--- config.mk ---
export PLATFORM = sky130hd
export DESIGN_NAME = flash_prog_sequencer
export DESIGN_NICKNAME = d
export VERILOG_FILES = /design/src/rtl/flash_cmd_pkg.sv /design/src/rtl/flash_cmd_issue.sv /design/src/rtl/flash_prog_sequencer.sv
export SDC_FILE = /design/constraint.sdc
export NUM_CORES = 1
export LEC_CHECK = 0
export ABC_CLOCK_PERIOD_IN_PS = 5650
export CORE_MARGIN = 2
export CORE_UTILIZATION = 55
export CTS_CLUSTER_SIZE = 20
export DETAILED_ROUTE_END_ITERATION = 8
export MAX_ROUTING_LAYER = met4
export PLACE_DENSITY = 0.8
export SLEW_MARGIN = 20
export SYNTH_ARGS = -nofsm -noshare
export SYNTH_HDL_FRONTEND = slang
export SYNTH_HIERARCHICAL = 1
export SYNTH_SLANG_ARGS = --single-unit
--- constraint.sdc ---
create_clock -name interfaceClk -period 5.65 [get_ports interfaceClk]
set_input_delay 0.8475 -clock interfaceClk [delete_from_list [all_inputs] [get_ports interfaceClk]]
set_output_delay 0.8475 -clock interfaceClk [all_outputs]
set_load 0.05 [all_outputs]
--- src/rtl/flash_cmd_pkg.sv ---
// Shared opcodes, requester op encoding and FSM state enumerations for the
// flash program sequencer and its command issuer.
package flash_cmd_pkg;

    localparam logic [7:0] CMD_RSTEN = 8'h66;
    localparam logic [7:0] CMD_RST   = 8'h99;
    localparam logic [7:0] CMD_WREN  = 8'h06;
    localparam logic [7:0] CMD_PROG  = 8'h02;
    localparam logic [7:0] CMD_ERASE = 8'h20;
    localparam logic [7:0] CMD_RDSR  = 8'h05;
    localparam logic [7:0] CMD_READ  = 8'h03;

    typedef enum logic [1:0] {
        OP_READ     = 2'b00,
        OP_PROGRAM  = 2'b01,
        OP_ERASE_4K = 2'b10,
        OP_RSVD     = 2'b11
    } op_e;

    typedef enum logic [3:0] {
        S_INIT_WAIT,
        S_RSTEN,
        S_RST,
        S_IDLE,
        S_WREN,
        S_PROG,
        S_ERASE,
        S_POLL,
        S_READ,
        S_FINISH
    } seq_state_e;

    typedef enum logic [1:0] {
        ISS_IDLE,
        ISS_SETUP,
        ISS_ACTIVE,
        ISS_GAP
    } iss_state_e;

    // Read-type commands end on RdDataValid, all others on WrDataReady.
    function automatic logic cmd_is_read(input logic [7:0] cmd);
        return (cmd == CMD_RDSR) || (cmd == CMD_READ);
    endfunction

endpackage

--- src/rtl/flash_cmd_issue.sv ---
// Single flash-core command handshake: present command, drop enable, wait for
// the core strobe, release enable and hold it high for the inter-command gap.
module flash_cmd_issue
    import flash_cmd_pkg::*;
#(
    parameter int GAP_CYCLES = 2
) (
    input  logic        i_clk,
    input  logic        i_rst_n,
    input  logic        i_start,
    input  logic [7:0]  i_cmd,
    input  logic [21:0] i_addr,
    input  logic [7:0]  i_wdata,
    input  logic        i_is_read,
    output logic        o_done,
    output logic [7:0]  o_byte,
    output logic        o_fen_n,
    output logic [7:0]  o_fcmd,
    output logic [21:0] o_faddr,
    output logic [7:0]  o_fwdata,
    input  logic [7:0]  i_frd,
    input  logic        i_rd_valid,
    input  logic        i_wr_ready
);

    localparam int GAP_LAST = (GAP_CYCLES > 1) ? GAP_CYCLES - 1 : 0;
    localparam int GW       = $clog2(GAP_LAST + 2);

    iss_state_e     r_state;
    iss_state_e     w_next;
    logic           r_fen_n;
    logic [7:0]     r_cmd;
    logic [21:0]    r_addr;
    logic [7:0]     r_wdata;
    logic           r_is_read;
    logic [7:0]     r_byte;
    logic [GW-1:0]  r_gap;
    logic           r_done;

    always_ff @(posedge i_clk or negedge i_rst_n) begin
        if (!i_rst_n) r_state <= ISS_IDLE;
        else          r_state <= w_next;
    end

    always_comb begin
        w_next = r_state;
        case (r_state)
            ISS_IDLE:   if (i_start) w_next = ISS_SETUP;
            ISS_SETUP:  w_next = ISS_ACTIVE;
            ISS_ACTIVE: if (r_is_read ? i_rd_valid : i_wr_ready) w_next = ISS_GAP;
            ISS_GAP:    if (r_gap == GW'(GAP_LAST)) w_next = ISS_IDLE;
            default:    w_next = ISS_IDLE;
        endcase
    end

    // Command fields are registered one cycle before enable drops so they are
    // stable for the whole enable-low window.
    always_ff @(posedge i_clk or negedge i_rst_n) begin
        if (!i_rst_n) begin
            r_fen_n   <= 1'b1;
            r_cmd     <= '0;
            r_addr    <= '0;
            r_wdata   <= '0;
            r_is_read <= 1'b0;
            r_byte    <= '0;
            r_gap     <= '0;
            r_done    <= 1'b0;
        end else begin
            r_done <= (r_state == ISS_GAP) && (w_next == ISS_IDLE);
            case (r_state)
                ISS_IDLE: begin
                    if (i_start) begin
                        r_cmd     <= i_cmd;
                        r_addr    <= i_addr;
                        r_wdata   <= i_wdata;
                        r_is_read <= i_is_read;
                    end
                end
                ISS_SETUP: r_fen_n <= 1'b0;
                ISS_ACTIVE: begin
                    if (w_next == ISS_GAP) begin
                        r_fen_n <= 1'b1;
                        r_gap   <= '0;
                        if (r_is_read) r_byte <= i_frd;
                    end
                end
                ISS_GAP: r_gap <= r_gap + GW'(1);
                default: ;
            endcase
        end
    end

    assign o_done   = r_done;
    assign o_byte   = r_byte;
    assign o_fen_n  = r_fen_n;
    assign o_fcmd   = r_cmd;
    assign o_faddr  = r_addr;
    assign o_fwdata = r_wdata;

endmodule

--- src/rtl/flash_prog_sequencer.sv ---
// Flash init / read / program / 4K-erase sequencer on top of flash_cmd_issue.
// Define FLASH_SEQ_VERIFY_EN to append a readback compare to PROGRAM.
module flash_prog_sequencer
    import flash_cmd_pkg::*;
#(
    parameter int STARTUP_WAIT = 1000,
    parameter int GAP_CYCLES   = 2,
    parameter int POLL_MAX     = 4095
) (
    input  logic        interfaceClk,
    input  logic        reset,
    input  logic        req,
    input  logic [1:0]  op,
    input  logic [21:0] addr,
    input  logic [7:0]  wdata,
    output logic        busy,
    output logic        done,
    output logic        err,
    output logic [7:0]  rdata,
    output logic        fEnable_n,
    output logic [7:0]  fCommand,
    output logic [21:0] fAddress,
    output logic [7:0]  fData_WR,
    input  logic [7:0]  fData_RD,
    input  logic        RdDataValid,
    input  logic        WrDataReady
);

    localparam int PW = (POLL_MAX > 1) ? $clog2(POLL_MAX + 1) : 1;
    localparam logic [PW-1:0] POLL_SAT  = PW'(POLL_MAX);
    localparam logic [PW-1:0] POLL_LAST = PW'(POLL_MAX - 1);

    seq_state_e     r_state;
    seq_state_e     w_next;
    op_e            r_op;
    logic [21:0]    r_addr;
    logic [7:0]     r_wdata;
    logic           r_err;
    logic [7:0]     r_rdata;
    logic [PW-1:0]  r_poll;
    logic [31:0]    r_wait;
    logic           r_issued;

    logic           w_fin_err;
    logic           w_cmd_state;
    logic           w_start;
    logic [7:0]     w_cmd;
    logic [21:0]    w_cmd_addr;
    logic [7:0]     w_cmd_wdata;
    logic           w_cmd_done;
    logic [7:0]     w_byte;

    always_ff @(posedge interfaceClk or negedge reset) begin
        if (!reset) r_state <= S_INIT_WAIT;
        else        r_state <= w_next;
    end

    always_comb begin
        w_next    = r_state;
        w_fin_err = 1'b0;
        case (r_state)
            S_INIT_WAIT: if (r_wait + 32'd1 >= 32'(STARTUP_WAIT)) w_next = S_RSTEN;
            S_RSTEN:     if (w_cmd_done) w_next = S_RST;
            S_RST:       if (w_cmd_done) w_next = S_IDLE;
            S_IDLE: begin
                if (req) begin
                    case (op)
                        OP_READ:     w_next = S_READ;
                        OP_PROGRAM,
                        OP_ERASE_4K: w_next = S_WREN;
                        default: begin
                            w_next    = S_FINISH;
                            w_fin_err = 1'b1;
                        end
                    endcase
                end
            end
            S_WREN:  if (w_cmd_done) w_next = (r_op == OP_PROGRAM) ? S_PROG : S_ERASE;
            S_PROG,
            S_ERASE: if (w_cmd_done) w_next = S_POLL;
            S_POLL: begin
                if (w_cmd_done) begin
                    if (!w_byte[0]) begin
`ifdef FLASH_SEQ_VERIFY_EN
                        w_next = (r_op == OP_PROGRAM) ? S_READ : S_FINISH;
`else
                        w_next = S_FINISH;
`endif
                    end else if (r_poll >= POLL_LAST) begin
                        w_next    = S_FINISH;
                        w_fin_err = 1'b1;
                    end
                end
            end
            S_READ: begin
                if (w_cmd_done) begin
                    w_next = S_FINISH;
`ifdef FLASH_SEQ_VERIFY_EN
                    w_fin_err = (r_op == OP_PROGRAM) && (w_byte != r_wdata);
`endif
                end
            end
            S_FINISH: w_next = S_IDLE;
            default:  w_next = S_INIT_WAIT;
        endcase
    end

    always_comb begin
        w_cmd_state = 1'b1;
        w_cmd       = 8'h00;
        w_cmd_addr  = '0;
        w_cmd_wdata = '0;
        case (r_state)
            S_RSTEN: w_cmd = CMD_RSTEN;
            S_RST:   w_cmd = CMD_RST;
            S_WREN:  w_cmd = CMD_WREN;
            S_PROG: begin
                w_cmd       = CMD_PROG;
                w_cmd_addr  = r_addr;
                w_cmd_wdata = r_wdata;
            end
            S_ERASE: begin
                w_cmd      = CMD_ERASE;
                w_cmd_addr = r_addr;
            end
            S_POLL:  w_cmd = CMD_RDSR;
            S_READ: begin
                w_cmd      = CMD_READ;
                w_cmd_addr = r_addr;
            end
            default: w_cmd_state = 1'b0;
        endcase
    end

    // One start per command; an RDSR reissue re-arms through the done pulse.
    assign w_start = w_cmd_state && !r_issued;

    always_ff @(posedge interfaceClk or negedge reset) begin
        if (!reset) begin
            r_op     <= OP_READ;
            r_addr   <= '0;
            r_wdata  <= '0;
            r_err    <= 1'b0;
            r_rdata  <= '0;
            r_poll   <= '0;
            r_wait   <= '0;
            r_issued <= 1'b0;
        end else begin
            if (r_state == S_INIT_WAIT) r_wait <= r_wait + 32'd1;
            if (r_state == S_IDLE && req) begin
                r_op    <= op_e'(op);
                r_addr  <= addr;
                r_wdata <= wdata;
            end
            if (w_start)         r_issued <= 1'b1;
            else if (w_cmd_done) r_issued <= 1'b0;
            if (r_state != S_POLL)                  r_poll <= '0;
            else if (w_cmd_done && r_poll != POLL_SAT) r_poll <= r_poll + PW'(1);
            if (r_state == S_READ && w_cmd_done) r_rdata <= w_byte;
            if (r_state != S_FINISH && w_next == S_FINISH) r_err <= w_fin_err;
        end
    end

    flash_cmd_issue #(
        .GAP_CYCLES (GAP_CYCLES)
    ) u_issue (
        .i_clk      (interfaceClk),
        .i_rst_n    (reset),
        .i_start    (w_start),
        .i_cmd      (w_cmd),
        .i_addr     (w_cmd_addr),
        .i_wdata    (w_cmd_wdata),
        .i_is_read  (cmd_is_read(w_cmd)),
        .o_done     (w_cmd_done),
        .o_byte     (w_byte),
        .o_fen_n    (fEnable_n),
        .o_fcmd     (fCommand),
        .o_faddr    (fAddress),
        .o_fwdata   (fData_WR),
        .i_frd      (fData_RD),
        .i_rd_valid (RdDataValid),
        .i_wr_ready (WrDataReady)
    );

    assign busy  = !(r_state == S_IDLE || r_state == S_FINISH);
    assign done  = (r_state == S_FINISH);
    assign err   = r_err;
    assign rdata = r_rdata;

endmodule

==> run metrics, run 1 <==
status=finished, final reports clean; pre-CTS setup slack=2.63 ns; CTS Buf Count=17; # IOs=95; Nets=763; Mapped Cells=629; crit start category=register; Syn Nets=681; synthesized area per cell=11.2 sq um; Critical R2R Launch=r_state[0]$_DFF_PN0_; final hold viol count=0; crit path kind=reg -> out; Final Instance Area=0.00858 sq mm; Cell Pwr Density=247 mW/mm^2; largest net degree at the start of global routing=81; core box area=0.0125 sq mm; Int Pwr=0.00163 W; sequential share of the synthesized area=51.0%; Ys Warns=6; CTS root buf=clkbuf_16; worst clock skew=0.00763 ns; Global Route Usage Sum=23.9%; WHS=0.441 ns; RSZ-0062 raised after global routing=no; Post-CTS Setup Bufs=0; Hold WC Path Type=in -> async; number of core rows=41; Slew Viols, Final=0; vias per cell=5.64; ant diodes=0; number of global-route vias before repair=5098; share of the synthesized area in the top cell type=50.6%; HPWL Detailed=10.0 mm; post-synthesis cell type count=57; R2R Path End=u_issue/o_fwdata[2]$_DFFE_PN0P_; number of synthesized flops with an enable pin=0; top cells by area, synth=dfrtp_1 51%, mux2_2 14%, xnor2_1 4.2%; Synth area leader=dfrtp_1; CTS tree=yes; Crit Path Max Fanout=18; DP Area=0.00802 sq mm; DRT iter0 DRCs=381; clk slew on worst S/H paths=0.06 ns; width of the die=117 um; asr flop ratio synth=100%; Die ar.=0.0137 sq mm; # setup viols final=0; Worst setup EP type=output port; Final ANT Viol Nets=0; Comb power frac=2.5%; Worst Max-Slew Pin Slew=0.943 ns; most numerous cell in the Yosys netlist=dfrtp_1; wire length of the first global-routing pass=24.6 mm; critical path arrival=2.44 ns; required time worst endpoint=4.80 ns; clock share of power=49.0%; post-synthesis cell area=0.00702 sq mm; total of max-cap violations=0; port bufs=94; Seq cells post-synth=143; DR WL/cell=16.7 um; share of the clock period used by the worst path=58.2%; Peak supply drop=185 uV; layout cells sized above 1=18.9%; Clock Sink Count=143; antenna violations before repair=0; switching power share of the total=23.1%; R2R depth=6; Fin Setup TNS=0 ns; Resize count post-CTS=0; reg2reg setup slack=2.61 ns; die height=117 um; Slew HR=37.2%; Initial Utilization=56.1%; Psw=0.000488 W; grt ovf=0; routability cong.=0.900; routed wire length=15.0 mm; Skew-Pair Late Insertion Delay=0.42 ns; total number of H-tree levels=4; clk buf depth=2; share of power burned in registers=48.4%; Max Fclk=304 MHz; via count=5050; leakage=3.83 nW; Top FF cell, synth=dfrtp_1; Layout area overhead=22.2%; Final WS setup=2.36 ns; minimum clock period=3.29 ns; Post-synth top cells=142 x dfrtp_1, 86 x mux2_2, 50 x nor2_1; hold buffers post-CTS=0; 1st-pass router iterations=5; DRC=0
-- critical path: stages, from the launching register on --
cell             delay (ns)
dfrtp_1                0.73
inv_1                  0.22
nor3_1                 0.21
clkdlybuf4s50_1        0.85
-- routing by layer --
| metal | up-vias | track usage, % | wire (um) |
|---|---|---|---|
| met1 | 2516 | 30.1 | 6580 |
| li1 | 2384 | - | - |
| met3 | 14 | 7.36 | 906 |
| met5 | - | - | 0 |
| met2 | 136 | 37.4 | 7310 |
| met4 | 0 | 7.37 | 174 |
-- logic make-up (layout without fill, tap and decap cells) --
family / count (synthesis) / count (layout) / synth area share, %
compound gates: 60 / 60 / 5.88
xor+xnor: 47 / 47 / 5.86
fa+ha+maj: 7 / 7 / 1.25
buf+inv: 47 / 142 / 3.26
flops: 143 / 143 / 51.0
mux: 92 / 92 / 14.6
simple gates: 233 / 233 / 18.1
-- flip-flops by register name (all words and copies together), names as in the netlist --
register	cells
u_issue/r_state	2
r_issued	1
r_wait	32
r_wdata	8
r_addr	22
u_issue/o_faddr	22
u_issue/r_gap	2
r_op	2
err	1
u_issue/o_done	1
rdata	8
r_state	4
u_issue/o_fwdata	8
u_issue/r_is_read	1
u_issue/o_fcmd	8
u_issue/o_byte	8
r_poll	12
u_issue/o_fen_n	1
-- cells in the final DEF, fill, tap and decap left out, types with 18 or more instances in the layout --
cell,count
xnor2_1,34
nand3_1,30
nor2b_1,26
clkdlybuf4s50_1,93
and3_1,18
nor2_1,50
nand2_1,35
mux2_2,86
dfrtp_1,142
-- per-stage QoR --
stage	std cells	util (%)	power, W
4_1_cts	896	68.5	0.00214
2_1_floorplan	629	-	0.00105
3_5_place_dp	864	64.1	0.00110
5_1_grt	896	68.5	0.00219
3_3_place_gp	864	64.1	0.00110
6_report	896	68.5	0.00211
-- area by class of cell --
cell class,instances,area (sq um)
Fill cell,933,3940
Inverter,13,48.8
Multi-Input combinational cell,439,3210
Sequential cell,143,3580
Tap cell,172,215
Clock buffer,17,425
Clock inverter,15,129
Timing Repair Buffer,97,965
-- power by group through the flow --
stage / clock, W / sequential (W) / combinational [W]
6_report: 0.00104 / 0.00102 / 0.0000532
4_1_cts: 0.00106 / 0.00102 / 0.0000551
3_3_place_gp: 0 / 0.00104 / 0.0000527
5_1_grt: 0.00111 / 0.00102 / 0.0000594
3_5_place_dp: 0 / 0.00104 / 0.0000544
2_1_floorplan: 0 / 0.00104 / 0.00000189
-- worst max path at each step --
stage | start | to | slack (ns) | depth (start not counted)
floorplan | r_state[0]$_DFF_PN0_ | done | 2.74 | 4
global route | r_state[3]$_DFF_PN0_ | done | 2.20 | 3
finish | r_state[3]$_DFF_PN0_ | done | 2.36 | 3
detailed placement | r_state[0]$_DFF_PN0_ | u_issue/o_faddr[1]$_DFFE_PN0P_ | 2.63 | 6
CTS | r_state[3]$_DFF_PN0_ | done | 2.38 | 3
global placement | r_state[0]$_DFF_PN0_ | u_issue/o_faddr[5]$_DFFE_PN0P_ | 2.79 | 6
Note: power is estimated with default switching activity, not from simulation.
==> inputs of run 2 (changes only) <==
- ABC_CLOCK_PERIOD_IN_PS: 5650 -> 2740
- CORE_UTILIZATION: 55 -> 50
- PLACE_DENSITY: 0.8 -> 0.77
- clock period: 5.65 -> 2.74 ns (I/O delays scaled with it)
==> run metrics, run 2 (synthesis results as in run 1) <==
Global Route Usage Sum=22.2% (was 23.9%); grt ovf=0 (unchanged); vias per cell=5.57 (was 5.64); Skew-Pair Late Insertion Delay=0.43 ns (was 0.42 ns); CTS root buf=clkbuf_16 (unchanged); total of max-cap violations=0 (unchanged); pre-CTS setup slack=0.281 ns (was 2.63 ns); Final ANT Viol Nets=0 (unchanged); R2R Path End=r_state[0]$_DFF_PN0_ (was u_issue/o_fwdata[2]$_DFFE_PN0P_); wire length of the first global-routing pass=25.2 mm (was 24.6 mm); RSZ-0062 raised after global routing=no (unchanged); # IOs=95 (unchanged); Peak supply drop=370 uV (was 185 uV); final hold viol count=0 (unchanged); via count=5121 (was 5050); Clock Sink Count=143 (unchanged); Fin Setup TNS=0 ns (unchanged); Max Fclk=401 MHz; share of power burned in registers=49.0% (was 48.4%); Slew HR=45.5% (was 37.2%); Die ar.=0.0150 sq mm (was 0.0137 sq mm); 1st-pass router iterations=4 (was 5); port bufs=94 (unchanged); commonest non-fill, non-tap cell in the layout=dfrtp_1 (unchanged); total number of H-tree levels=4 (unchanged); layout cells sized above 1=20.6% (was 18.9%); placed instance count=886 (was 864); status=finished, final reports clean (unchanged); CTS Buf Count=17 (unchanged); R2R depth=6 (unchanged); switching power share of the total=21.8% (was 23.1%); Hold WC Path Type=in -> async (unchanged); antenna violations before repair=0 (unchanged); critical path arrival=2.08 ns (was 2.44 ns); Psw=0.000939 W (was 0.000488 W); commonest non-fill, non-tap cells in the layout=142 x dfrtp_1, 92 x clkdlybuf4s50_1, 86 x mux2_2, 50 x nor2_1, 35 x nand2_1 (was 142 x dfrtp_1, 93 x clkdlybuf4s50_1, 86 x mux2_2, 50 x nor2_1, 35 x nand2_1); crit start category=register (unchanged); leakage=3.91 nW (was 3.83 nW); core box area=0.0138 sq mm (was 0.0125 sq mm); Worst setup EP type=output port (unchanged); Critical R2R Launch=r_wait[0]$_DFFE_PN0P_ (was r_state[0]$_DFF_PN0_); Resize count post-CTS=0 (unchanged); required time worst endpoint=2.33 ns (was 4.80 ns); Power Total=0.00431 W (was 0.00211 W); Biggest register=r_wait (unchanged); routability cong.=0.924 (was 0.900); DRT iter0 DRCs=254 (was 381); CTS tree=yes (unchanged); Crit Path Max Fanout=12 (was 18); Final Instance Area=0.00871 sq mm (was 0.00858 sq mm); Worst Max-Slew Pin Slew=0.815 ns (was 0.943 ns); share of the clock period used by the worst path=91.0%; number of core rows=43 (was 41); die height=122 um (was 117 um); DP Area=0.00816 sq mm (was 0.00802 sq mm); DRC=0 (unchanged); clk slew on worst S/H paths=0.06 ns (about the same); Int Pwr=0.00337 W (was 0.00163 W); Final WS setup=0.248 ns (was 2.36 ns); routed wire length=15.1 mm (was 15.0 mm); DR WL/cell=16.4 um (was 16.7 um); Comb power frac=2.6% (was 2.5%); number of global-route vias before repair=5182 (was 5098); CP Launch Point=r_state[0]$_DFF_PN0_ (was r_state[3]$_DFF_PN0_); clk buf depth=2 (unchanged); Nets=778 (was 763); minimum clock period=2.49 ns; HPWL Detailed=10.6 mm (was 10.0 mm); Post-Layout Cell Count=919 (was 896); crit path to=busy (was done); ant diodes=0 (unchanged); width of the die=122 um (was 117 um); crit path kind=reg -> out (unchanged); Cell Pwr Density=495 mW/mm^2 (was 247 mW/mm^2); Initial Utilization=51.0% (was 56.1%); worst clock skew=0.00827 ns (was 0.00763 ns); Slew Viols, Final=0 (unchanged); max reg flops=32 (unchanged); reg2reg setup slack=0.27 ns (was 2.61 ns); Layout area overhead=24.1% (was 22.2%); # setup viols final=0 (unchanged); clock share of power=48.4% (was 49.0%); largest net degree at the start of global routing=75 (was 81)
-- run 2: layout make-up --
type / count / area (sq um)
Clock buffer: 19 / 453
Clock inverter: 13 / 91.3
Fill cell: 1126 / 5060
Inverter: 13 / 48.8
Multi-Input combinational cell: 439 / 3210
Sequential cell: 143 / 3580
Tap cell: 180 / 225
Timing Repair Buffer: 112 / 1100
-- run 2: how the worst min path moves through the flow --
stage	startpoint	to	slack (ns)	cells past startpoint
detailed placement	reset	r_addr[3]$_DFFE_PN0P_	0.30	1
finish	reset	r_addr[4]$_DFFE_PN0P_	0.42	2
global placement	reset	r_addr[3]$_DFFE_PN0P_	0.29	1
CTS	reset	r_addr[3]$_DFFE_PN0P_	0.41	2
floorplan	reset	err$_DFFE_PN0P_	0.12	0
global route	reset	u_issue/o_faddr[4]$_DFFE_PN0P_	0.43	2
-- run 2: repair_timing --
item,CTS,global route
endpoints found under the hold margin,26,0
hold buffers,1,0
setup buffers,0,0
-- run 2: power groups by stage --
stage	Sequential [W]	Combinational, W	Clock (W)
2_1_floorplan	0.00215	0.00000390	0
3_3_place_gp	0.00215	0.000112	0
3_5_place_dp	0.00215	0.000117	0
4_1_cts	0.00211	0.000118	0.00213
5_1_grt	0.00211	0.000129	0.00222
6_report	0.00211	0.000114	0.00209
-- run 2: stage by stage --
stage          util [%]  hold slack, ns
2_1_floorplan         -           0.115
4_1_cts            63.3           0.412
3_3_place_gp       59.2           0.285
6_report           63.3           0.415
3_5_place_dp       59.2           0.297
5_1_grt            63.3           0.434
-- run 2: routing by layer --
layer | global-route usage [%] | vias up | routed length, um
li1 | - | 2427 | -
met1 | 28.2 | 2528 | 6540
met2 | 33.4 | 146 | 7280
met3 | 7.16 | 20 | 1060
met4 | 8.55 | 0 | 231
met5 | - | - | 0
-- run 2: worst max-delay path: stages (launching register included) --
cell and delay, ns:
dfrtp_1 0.52, nor2b_1 0.22, nand2_1 0.10, clkdlybuf4s50_1 0.81
==> inputs of run 3 (changes only) <==
- CORE_ASPECT_RATIO: not set -> 0.8
- PLACE_DENSITY: 0.77 -> 0.84
==> run metrics, run 3 (synthesis results as in run 1) <==
status=finished, final reports clean (unchanged); Worst setup EP type=register (was output port); minimum clock period=2.56 ns (was 2.49 ns); area of the multi-input gates=0.00322 sq mm (was 0.00321 sq mm); worst path buffer plus inverter count=0 (was 1); Global Route Usage Sum=23.4% (was 22.2%); routability cong.=0.898 (was 0.924); via count=5229 (was 5121); clk buf depth=2 (unchanged); crit start category=register (unchanged); crit path kind=reg -> reg (was reg -> out); routed wire length=16.3 mm (was 15.1 mm); leakage=3.93 nW (was 3.91 nW); critical path arrival=2.86 ns (was 2.08 ns); met1 Usage GRT=30.3% (was 28.2%); # IOs=95 (unchanged); grt ovf=0 (unchanged); Biggest register=r_wait (unchanged); Post-CTS Setup Bufs=0 (unchanged); CTS tree=yes (unchanged); Slew HR=43.4% (was 45.5%); Critical R2R Launch=r_wait[0]$_DFFE_PN0P_ (unchanged); commonest non-fill, non-tap cell in the layout=dfrtp_1 (unchanged); met2 GRT Util=35.6% (was 33.4%); HPWL Detailed=11.2 mm (was 10.6 mm); wire length of the first global-routing pass=26.3 mm (was 25.2 mm); port bufs=94 (unchanged); Nets=779 (was 778); Crit path max-delay family=simple AND/OR/NAND/NOR gates (was buffers and inverters); DRT iter0 DRCs=521 (was 254); Clock Sink Count=143 (unchanged); number of global-route vias before repair=5299 (was 5182); Layout area overhead=24.9% (was 24.1%); antenna violations before repair=0 (unchanged); Final ANT Viol Nets=0 (unchanged); Die ar.=0.0150 sq mm (about the same); # fillers=982 (was 1126); RSZ-0062 raised after global routing=no (unchanged); crit-path max cell delay=0.54 ns (was 0.81 ns); final hold viol count=0 (unchanged); worst clock skew=0.00939 ns (was 0.00827 ns); Max Fclk=390 MHz (was 401 MHz); vias per cell=5.68 (was 5.57); Hold WC Path Type=reg -> reg (was in -> async); ant diodes=0 (unchanged); die height=110 um (was 122 um); 1st-pass router iterations=6 (was 4); # setup viols final=0 (unchanged); fin util=64.2% (was 63.3%); largest net degree at the start of global routing=69 (was 75); commonest non-fill, non-tap cells in the layout=142 x dfrtp_1, 92 x clkdlybuf4s50_1, 86 x mux2_2, 50 x nor2_1, 35 x nand2_1 (unchanged); Cell Pwr Density=516 mW/mm^2 (was 495 mW/mm^2); Skew-Pair Late Insertion Delay=0.43 ns (about the same); share of the clock period used by the worst path=93.5% (was 91.0%); total of max-cap violations=0 (unchanged); clk slew on worst S/H paths=0.06 ns (about the same); crit path cell chain=ha_2, and3_1, nand2_2, or4_1, a2111oi_1, a31oi_1 (was nor2b_1, nand2_1, clkdlybuf4s50_1); Crit Path Max Fanout=10 (was 12); DR WL/cell=17.7 um (was 16.4 um); number of core rows=38 (was 43); WHS=0.482 ns (was 0.415 ns); Peak supply drop=484 uV (was 370 uV); most used routing layer=met2 (unchanged); Worst Max-Slew Pin Slew=0.841 ns (was 0.815 ns); required time worst endpoint=3.03 ns (was 2.33 ns); Slew Viols, Final=0 (unchanged); CTS Buf Count=17 (unchanged); met3 usage=5.90% (was 7.16%); layout cells sized above 1=20.7% (was 20.6%); DRC=0 (unchanged); core box area=0.0136 sq mm (was 0.0138 sq mm); CTS root buf=clkbuf_16 (unchanged); hold path start=r_issued$_DFFE_PN0P_; max reg flops=32 (unchanged); width of the die=136 um (was 122 um); total number of H-tree levels=4 (unchanged); Slowest-stage cell, CP=or4_1 (was clkdlybuf4s50_1); Fin Setup TNS=0 ns (unchanged); flip-flop and latch area=0.00358 sq mm (unchanged); CP Launch Point=r_wait[0]$_DFFE_PN0P_ (was r_state[0]$_DFF_PN0_); Initial Utilization=51.4% (was 51.0%)
-- run 3: area by class of cell --
class	instances	area share (%)
Clock buffer	18	4.90
Clock inverter	14	1.80
Inverter	13	0.557
Multi-Input combinational cell	439	36.7
Sequential cell	143	40.8
Tap cell	180	2.57
Timing Repair Buffer	113	12.7
-- run 3: metrics by stage --
stage	setup WS [ns]	instance area (sq um)	instances	power, W
4_1_cts	0.135	8760	920	0.00456
5_1_grt	0.0310	8770	920	0.00468
3_3_place_gp	0.349	8170	887	0.00226
2_1_floorplan	0.265	7020	629	0.00215
3_5_place_dp	0.155	8170	887	0.00227
6_report	0.178	8770	920	0.00452
-- run 3: worst paths after layout --
| path | end | slack (ns) | cells after the start |
|---|---|---|---|
| min | r_issued$_DFFE_PN0P_ | 0.48 | 1 |
| max | r_state[0]$_DFF_PN0_ | 0.18 | 6 |
| min in group asynchronous | r_wait[23]$_DFFE_PN0P_ | 0.54 | 2 |
| max reg2reg | r_state[0]$_DFF_PN0_ | 0.18 | 6 |
| max in group asynchronous | u_issue/o_fwdata[2]$_DFFE_PN0P_ | 1.49 | 3 |
| min reg2reg | r_issued$_DFFE_PN0P_ | 0.48 | 1 |
-- run 3: metal layers --
layer  wire length (um)  part of all wire, %
met3                872                  5.4
met4                320                  2.0
met2               7890                   48
met1               7190                   44
met5                  0                    0
-- run 3: what timing repair did --
action                     4_1_cts  5_1_grt
resized for setup                0        1
hold endpoints to repair         2        0
hold buffers                     1        0
setup endpoints to repair        0        1
-- run 3: where the power goes --
part	total [W]	leakage [nW]	internal, W	switching [W]
clock	0.00229	0.278	0.00135	0.000941
sequential	0.00211	1.97	0.00211	0
combinational	0.000117	1.68	0.0000623	0.0000544
total	0.00452	3.93	0.00353	0.000996
-- run 3: worst register-to-register path, delay by kind of cell, from the launching register on --
| kind | cells | cell delay, ns |
|---|---|---|
| simple gates | 3 | 0.96 |
| flops | 1 | 0.49 |
| compound gates | 2 | 0.63 |
| fa+ha+maj | 1 | 0.34 |
